**src/rtl/fuzz_top_pkg.sv**
```systemverilog
// Shared constants and the status-word layout for fuzz_top.
// The struct below is the low 360 bits of y; everything above it is tied to zero.
package fuzz_top_pkg;

  localparam int IN_W   = 79;
  localparam int Y_W    = 501;

  localparam int SUM_LSB  = 0;    localparam int SUM_W  = 19;
  localparam int PROD_LSB = 19;   localparam int PROD_W = 25;
  localparam int DIFF_LSB = 44;   localparam int DIFF_W = 20;
  localparam int MAX_LSB  = 64;   localparam int MAX_W  = 19;
  localparam int MIX_LSB  = 83;   localparam int MIX_W  = IN_W;
  localparam int DLY_LSB  = 162;  localparam int DLY_W  = IN_W;
  localparam int POP_LSB  = 241;  localparam int POP_W  = 7;
  localparam int CNT_LSB  = 248;  localparam int CNT_W  = 16;
  localparam int ACC_LSB  = 264;  localparam int ACC_W  = 64;
  localparam int LFSR_LSB = 328;  localparam int LFSR_W = 32;
  localparam int PAD_LSB  = 360;
  localparam int PAD_W    = Y_W - PAD_LSB;

  // Feedback taps at bits 31, 21, 1 and 0.
  localparam logic [31:0] LFSR_TAPS = 32'h8020_0003;

  // Field order is MSB first, so the struct lines up with the y bit map.
  typedef struct packed {
    logic [LFSR_W-1:0] lfsr;
    logic [ACC_W-1:0]  acc;
    logic [CNT_W-1:0]  cnt;
    logic [POP_W-1:0]  pop;
    logic [DLY_W-1:0]  dly;
    logic [MIX_W-1:0]  mix;
    logic [MAX_W-1:0]  max;
    logic [DIFF_W-1:0] diff;
    logic [PROD_W-1:0] prod;
    logic [SUM_W-1:0]  sum;
  } status_t;

  function automatic logic [POP_W-1:0] popcount79(input logic [IN_W-1:0] v);
    logic [POP_W-1:0] n;
    n = '0;
    for (int i = 0; i < IN_W; i++) n = n + POP_W'(v[i]);
    return n;
  endfunction

endpackage

```
**src/rtl/fuzz_lfsr32.sv**
```systemverilog
// 32-bit Fibonacci LFSR, shift-left with feedback into bit 0.
// SEED must be nonzero or the register locks at zero.
module fuzz_lfsr32
  import fuzz_top_pkg::*;
#(
  parameter logic [31:0] SEED = 32'h0000_0001
) (
  input  logic        clk,
  input  logic        rst_n,
  output logic [31:0] state
);

  logic [31:0] lfsr_q, lfsr_d;

  always_comb begin
    lfsr_d = {lfsr_q[30:0], ^(lfsr_q & LFSR_TAPS)};
  end

  always_ff @(posedge clk or negedge rst_n) begin
    if (!rst_n) lfsr_q <= SEED;
    else        lfsr_q <= lfsr_d;
  end

  assign state = lfsr_q;

endmodule

```
**src/rtl/fuzz_top.sv**
```systemverilog
// Registered mixing datapath: every input-derived field updates each clock and
// is packed into the 501-bit status word y.
module fuzz_top
  import fuzz_top_pkg::*;
#(
  parameter logic [31:0] LFSR_SEED = 32'h0000_0001
) (
  input  logic           clk,
  input  logic           rst_n,
  input  logic [17:0]    wire0,
  input  logic [16:0]    wire1,
  input  logic [14:0]    wire2,
  input  logic [9:0]     wire3,
  input  logic [18:0]    wire4,
  output logic [Y_W-1:0] y
);

  logic [IN_W-1:0]   in_vec;
  logic [IN_W-1:0]   in_q;
  logic [LFSR_W-1:0] lfsr;
  status_t           st_q, st_d;

  logic signed [18:0] c_ext19;
  logic signed [19:0] c_ext20, e_ext20;

  assign in_vec  = {wire4, wire3, wire2, wire1, wire0};
  assign c_ext19 = {{4{wire2[14]}}, wire2};
  assign c_ext20 = {{5{wire2[14]}}, wire2};
  assign e_ext20 = {wire4[18], wire4};

  always_comb begin
    st_d      = st_q;
    st_d.sum  = SUM_W'(wire0) + SUM_W'(wire1);
    st_d.prod = PROD_W'($signed(wire3) * $signed(wire2));
    st_d.diff = e_ext20 - c_ext20;
    st_d.max  = ($signed(wire4) >= c_ext19) ? wire4 : c_ext19;
    st_d.mix  = in_vec ^ {st_q.mix[IN_W-2:0], st_q.mix[IN_W-1]};
    st_d.dly  = in_q;
    st_d.pop  = popcount79(in_vec);
    st_d.cnt  = st_q.cnt + 1'b1;
    // Accumulates the registered product, so it trails the operands by two edges.
    st_d.acc  = st_q.acc + {{(ACC_W-PROD_W){st_q.prod[PROD_W-1]}}, st_q.prod};
    st_d.lfsr = lfsr;
  end

  always_ff @(posedge clk or negedge rst_n) begin
    if (!rst_n) begin
      in_q <= '0;
      st_q <= '0;
    end else begin
      in_q <= in_vec;
      st_q <= st_d;
    end
  end

  fuzz_lfsr32 #(.SEED(LFSR_SEED)) u_lfsr (
    .clk   (clk),
    .rst_n (rst_n),
    .state (lfsr)
  );

  // The LFSR flop lives in the sub-module; the struct copy of it is unused.
  status_t st_out;
  always_comb begin
    st_out      = st_q;
    st_out.lfsr = lfsr;
  end

  assign y = {{PAD_W{1'b0}}, st_out};

endmodule

```
**config.mk**
```make
export PLATFORM = sky130hd
export DESIGN_NAME = fuzz_top
export DESIGN_NICKNAME = d
export VERILOG_FILES = /design/src/rtl/fuzz_top_pkg.sv /design/src/rtl/fuzz_lfsr32.sv /design/src/rtl/fuzz_top.sv
export SDC_FILE = /design/constraint.sdc
export NUM_CORES = 1
export LEC_CHECK = 0
export ABC_AREA = 1
export BUFFER_PORTS_ARGS = -buffer_cell sky130_fd_sc_hd__clkbuf_2
export CORE_MARGIN = 4
export CORE_UTILIZATION = 45
export CTS_BUF_LIST = sky130_fd_sc_hd__clkbuf_16
export CTS_CLUSTER_DIAMETER = 40
export DETAILED_ROUTE_END_ITERATION = 10
export PLACE_DENSITY_LB_ADDON = 0.05
export SYNTH_ARGS = -nofsm -noshare
export SYNTH_HDL_FRONTEND = slang
export SYNTH_HIERARCHICAL = 1
export SYNTH_SLANG_ARGS = --single-unit
```
**constraint.sdc**
```tcl
create_clock -name clk -period 5.25 [get_ports clk]
set_clock_uncertainty 0.2 [all_clocks]
set_input_delay 0.7875 -clock clk [delete_from_list [all_inputs] [get_ports clk]]
set_output_delay 0.7875 -clock clk [all_outputs]
set_load 0.03 [all_outputs]
```
==> results of run 1 <==
worst max-delay path, delay by kind of cell:
| family | cells | cell delay (ps) |
|---|---|---|
| adder cells (fa/ha/maj) | 10 | 4600 |
| buffers and inverters | 8 | 430 |
| AO/OA/AOI/OAI | 3 | 350 |
state kept, by name, summed over array words and instances (netlist names):
| signal | cells |
|---|---|
| in_q | 79 |
| y | 328 |
| u_lfsr/state | 32 |
what timing repair did:
| action | 4_1_cts | 5_1_grt |
|---|---|---|
| setup endpoints to repair | 8 | 20 |
| buffers inserted | 0 | 1 |
| resized for setup | 4 | 31 |
| gates cloned | 0 | 0 |
| hold buffers | 0 | 0 |
| pin swaps | 3 | 6 |
cell type report:
type / count / area, um^2
Clock buffer: 72 / 1802
Clock inverter: 60 / 666.9
Fill cell: 6091 / 28660
Inverter: 721 / 2709
Multi-Input combinational cell: 2185 / 14780
Sequential cell: 439 / 10990
Tap cell: 855 / 1070
Timing Repair Buffer: 612 / 3670
stage by stage:
stage | std cells | hold slack (ps) | setup slack [ps] | setup TNS (ps)
final | 4944 | 10.41 | -569.3 | -3150
after global routing | 4944 | 68.42 | -725.8 | -5711
after CTS | 4943 | 40.13 | -533.0 | -2889
after detailed placement | 4811 | 134.7 | -1237 | -15850
after global placement | 4811 | 131.2 | -1194 | -15330
after floorplan | 3554 | 131.2 | -1036 | -6378
worst max path at each step:
| stage | start | slack (ps) | to |
|---|---|---|---|
| 6_report | wire2[12] | -570 | y[247]$_DFF_PN0_ |
| 4_1_cts | wire2[0] | -530 | y[247]$_DFF_PN0_ |
| 5_1_grt | wire2[12] | -730 | y[247]$_DFF_PN0_ |
| 2_1_floorplan | wire3[7] | -1040 | y[246]$_DFF_PN0_ |
| 3_3_place_gp | wire2[12] | -1190 | y[247]$_DFF_PN0_ |
| 3_5_place_dp | wire2[12] | -1240 | y[246]$_DFF_PN0_ |
layer usage:
layer | vias up | wire length, um
li1 | 11160 | -
met1 | 11190 | 38720
met2 | 634 | 46110
met3 | 113 | 5747
met4 | 0 | 2170
met5 | - | 0
placed cells by master, fill, tap and decap left out, types with 7 or more instances in the layout:
cell and n:
nand2_1 931, inv_1 703, dfrtp_1 437, clkbuf_2 435, fa_1 193, nor2_1 167, ha_1 166, buf_4 161
xor2_1 160, conb_1 141, nand3_1 110, a21oi_1 109, clkbuf_16 72, o21ai_0 41, nand4_1 30, xnor2_1 23
inv_6 21, nor3_1 19, inv_2 18, o21bai_1 12, buf_12 11, and3_1 9, fa_2 9, clkinv_2 8
nand2_2 7, ha_4 7
cells by family after synthesis:
kind of cell | share of synthesized area [%]
DFF | 37.63
buffers and inverters | 14.22
xor gates and xnor gates | 5.490
other | 0.01284
and+or+nand+nor | 17.85
adders and majority gates | 21.31
AOI/OAI and AO/OA | 3.489
==> results_dict.tcl, run 1 <==
set metrics [dict create \
    synth_top_area_share_pct 37.54 \
    antenna_found_initial 0 \
    routed_wl_um 92740 \
    portBuffers 440 \
    syn_to_final_growth_pct 22.23 \
    timing.final.hold_violations 0 \
    rsz0062_at_grt "yes" \
    path_clk_slew_ps 60 \
    cts_buffers 72 \
    yosysUniqueCellTypes 36 \
    seq_area_frac_synth_pct 37.63 \
    dp_hpwl_um 77120 \
    grt_pass1_wl_um 142200 \
    dr.first_iter.drc_count 1269 \
    clock-root-buffer "clkbuf_16" \
    fin_crit_ps 5819 \
    nets 4488 \
    wire_per_inst_um 18.76 \
    worstSetupStartpointType "input pin" \
    status "finished, violations left" \
    clock_path_buffers 3 \
    overflow 0 \
    cp-end-kind "register" \
    crit_path_max_fanout 2 \
    place_area_um2 33100 \
    rr_worst_depth 11 \
    grt_max_degree 102 \
    yosysMostFrequentCell "nand2_1" \
    netlist_top_cells_area "dfrtp_1, fa_1, nand2_1" \
    cts_tree "built" \
    place.gp.congestion 0.9463 \
    yosysTopAreaCell "dfrtp_1" \
    gr-usage-met2_pct 46.64 \
    design_area_um2 35690 \
    cp_data_required_time_ps 5590 \
    cpMostUsedCell "fa_1" \
    max_freq_ghz 0.1718 \
    finalSetupViolCount 7 \
    min_path_type "input pin to async pin" \
    ys_ff_latch 439 \
    fin_crit_sh_pct 110.8 \
    cp_cell_sequence "buf_8 -> inv_4 -> fa_2 -> inv_2 -> fa_1 -> inv_2 -> fa_1 -> fa_1 -> inv_1 -> fa_1 -> inv_1 -> fa_1 -> fa_1 -> fa_1 -> inv_1 -> fa_2 -> inv_2 -> fa_2 -> o21ai_4 -> a21oi_1 -> o21bai_1" \
    arrival_ps 6160 \
    grtUsageMet1_pct 34.68 \
    netlist_area_um2 29190 \
    vias 23090 \
    grt_util_met3_pct 5.262 \
    die_area_um2 69010 \
    ys_warn_count 6 \
    boundaryPins 582 \
    cts_sinks 439 \
    start_util_pct 45.37 \
    fin_ws_ps -569.3 \
    maxSlewViolCount 0 \
    avgSynthCellArea_um2 8.551 \
    worstMarginPinSlew_ps 871.1 \
    r2r-end "y[326]$_DFF_PN0_" \
    drive_gt1_share_pct 19.71 \
    clock_latency_ps 630 \
    async_flop_share_pct 100.0 \
    crit_type "input pin to register" \
    ys_top_cells_by_count "nand2_1, inv_1, dfrtp_1" \
    syn_inst 3414 \
    grtUsageTotal_pct 26.80 \
    first_global_vias 23450 \
    grt_busiest_layer "met2" \
    synth-edff-count 0 \
    final_core_util_pct 55.46 \
    critPathSlowestCell "fa_2" \
    rows 93 \
    r2r_slack_ps 2000 \
    diodes 0 \
    slew_headroom_pct 41.92 \
    synth-main-ff-cell "dfrtp_1" \
    chipHeight_um 262.7 \
    dieWidth_um 262.7 \
    ant_nets 0 \
    viasPerCell 4.671 \
    maxCapViolCount 0 \
    core_area_um2 64350 \
    failed_checks "negative setup slack" \
    h-tree-depth 3 \
    reg2reg_from "y[43]$_DFF_PN0_" \
    crit_path_max_incr_delay_ps 630 \
    drtPass1Iterations 5 \
    drc 0 \
]
Power of run 1 is not shown: default switching activity piles up to over one toggle a cycle in this logic, so the estimate is an artifact.
==> inputs of run 2 (changes only) <==
--- a/config.mk
+++ b/config.mk
@@ -12,8 +12,9 @@
 export CTS_BUF_LIST = sky130_fd_sc_hd__clkbuf_16
 export CTS_CLUSTER_DIAMETER = 40
 export DETAILED_ROUTE_END_ITERATION = 10
-export PLACE_DENSITY_LB_ADDON = 0.05
+export PLACE_DENSITY = 0.76
 export SYNTH_ARGS = -nofsm -noshare
 export SYNTH_HDL_FRONTEND = slang
 export SYNTH_HIERARCHICAL = 1
 export SYNTH_SLANG_ARGS = --single-unit
+export TNS_END_PERCENT = 100
==> run 2 against run 1 <==
  * The run ends with negative hold slack, negative setup slack left
  * Flip-flop and latch count is the same
  * Cell count shrank 0.26%
  * Global-route usage shrank 0.38 points
  * Wire length shrank 1.2%
  * Sequential share of layout area grew 0.27 points
  * Via count grew 3.3%
  * Die area is the same
  * Register-to-register slack lost 280 ps
  * Clock-buffer cell count shrank 2
  * Core utilization shrank 0.50 points
  * Maximum frequency shrank 1.5%
  * Non-clock buffer count shrank 8
==> results_dict.tcl, run 2 (synthesis results as in run 1) <==
set metrics [dict create \
    status "finished, violations left" \
    failed_checks "negative hold slack, negative setup slack" \
    start_util_pct 45.37 \
    layout_commonest_cell "nand2_1" \
    dr.first_iter.drc_count 1768 \
    cts_hold_buf 0 \
    reg2reg_from "y[43]$_DFF_PN0_" \
    drive_gt1_share_pct 19.04 \
    slew_headroom_pct 14.68 \
    pre_cts_ws_ps -1397 \
    final_cell_mix "nand2_1, inv_1, dfrtp_1, clkbuf_2, fa_1" \
    cp_data_required_time_ps 5560 \
    wire_per_inst_um 18.59 \
    dieWidth_um 262.7 \
    clock_path_buffers 3 \
    path_clk_slew_ps 60 \
    boundaryPins 582 \
    gr-usage-met2_pct 42.99 \
    clock_latency_ps 600 \
    drc 0 \
    crit_type "input pin to register" \
    r2r_slack_ps 1720 \
    design_area_um2 35370 \
    rr_worst_depth 10 \
    worstMarginPinSlew_ps 1280 \
    first_global_vias 24600 \
    timing.final.hold_violations 1 \
    dp_hpwl_um 74560 \
    min_path_type "input pin to async pin" \
    final_core_util_pct 54.96 \
    grt_util_met3_pct 5.730 \
    core_area_um2 64350 \
    rsz0062_at_grt "yes" \
    grt_busiest_layer "met2" \
    crit_path_max_fanout 2 \
    chipHeight_um 262.7 \
    syn_to_final_growth_pct 21.14 \
    grt_pass1_wl_um 141300 \
    die_area_um2 69010 \
    place.gp.congestion 0.9693 \
    cts_tree "built" \
    r2r-end "y[326]$_DFF_PN0_" \
    cts_buffers 70 \
    drtPass1Iterations 7 \
    grtUsageTotal_pct 26.42 \
    viasPerCell 4.839 \
    nets 4478 \
    cts_sinks 439 \
    fin_crit_sh_pct 112.5 \
    rows 93 \
    post_cts_buffers 0 \
    grt_max_degree 122 \
    finalSetupViolCount 10 \
    largest_register_ffs 328 \
    max_freq_ghz 0.1693 \
    clock-root-buffer "clkbuf_16" \
    maxSlewViolCount 0 \
    fillers 5812 \
    ant_nets 0 \
    fin_ws_ps -655.3 \
    portBuffers 440 \
    hold_ws_ps -1.220 \
    antenna_found_initial 1 \
    overflow 0 \
    maxCapViolCount 0 \
    routed_wl_um 91660 \
    worstSetupStartpointType "input pin" \
    grtUsageMet1_pct 34.23 \
    cp-end-kind "register" \
    h-tree-depth 3 \
    fin_crit_ps 5905 \
    arrival_ps 6210 \
    place_area_um2 32960 \
    vias 23860 \
]
## run 2: cell types whose count changed in the layout (fill, tap and decap cells not counted), moves of 3 or more
cell	before	now
inv_6	21	12
clkinv_1	5	10
inv_16	3	0
buf_12	11	4
inv_1	703	708
clkinv_2	8	5
## run 2: repair_timing
item / in CTS / in global routing
setup endpoints to repair: 10 / 20
pin swaps: 5 / 8
resized for setup: 11 / 30
## run 2: worst max-delay path by stage
stage	from	end	slack [ps]	cells past startpoint
finish	wire3[9]	y[247]$_DFF_PN0_	-660	21
global route	wire2[12]	y[246]$_DFF_PN0_	-780	22
CTS	wire3[9]	y[247]$_DFF_PN0_	-630	21
detailed placement	wire3[3]	y[247]$_DFF_PN0_	-1400	21
global placement	wire3[3]	y[247]$_DFF_PN0_	-1270	21
floorplan	wire3[7]	y[246]$_DFF_PN0_	-1040	23
## run 2: per-layer routing
metal  part of all wire (%)  vias up
met5                      0        -
met4                    4.9        0
met3                    7.6      231
met2                     47     1014
met1                     41    11470
li1                       -    11140
## run 2: through the flow
| step | setup TNS (ps) | hold slack [ps] | std cells |
|---|---|---|---|
| after floorplan | -6378 | 131.2 | 3554 |
| after global placement | -15890 | 131.3 | 4804 |
| after detailed placement | -17200 | 134.7 | 4804 |
| after CTS | -3395 | 4.678 | 4930 |
| after global routing | -6224 | 37.29 | 4931 |
| final | -3498 | -1.220 | 4931 |
## run 2: layout make-up
cell class	instances	area, um^2	area share (%)
multi-input cells	2185	14750	41.70
flip-flops and latches	439	10990	31.07
repair buffers	604	3538	10.00
inverters	721	2709	7.659
clock buffers	70	1752	4.953
well taps	855	1070	3.025
clock inverters	56	561.8	1.588
diodes	1	2.502	0.007076
## run 2: worst max-delay path, stage by stage
cell,delay (ps)
buf_8,100
fa_1,570
inv_2,50
fa_1,490
inv_2,50
fa_2,560
inv_2,50
fa_1,470
inv_1,50
fa_1,480
inv_1,50
fa_1,440
fa_1,530
fa_1,420
inv_1,90
fa_2,210
inv_2,40
fa_2,390
o21ai_4,160
a21oi_1,80
o21bai_1,140
Power of run 2 is left out for the same reason.
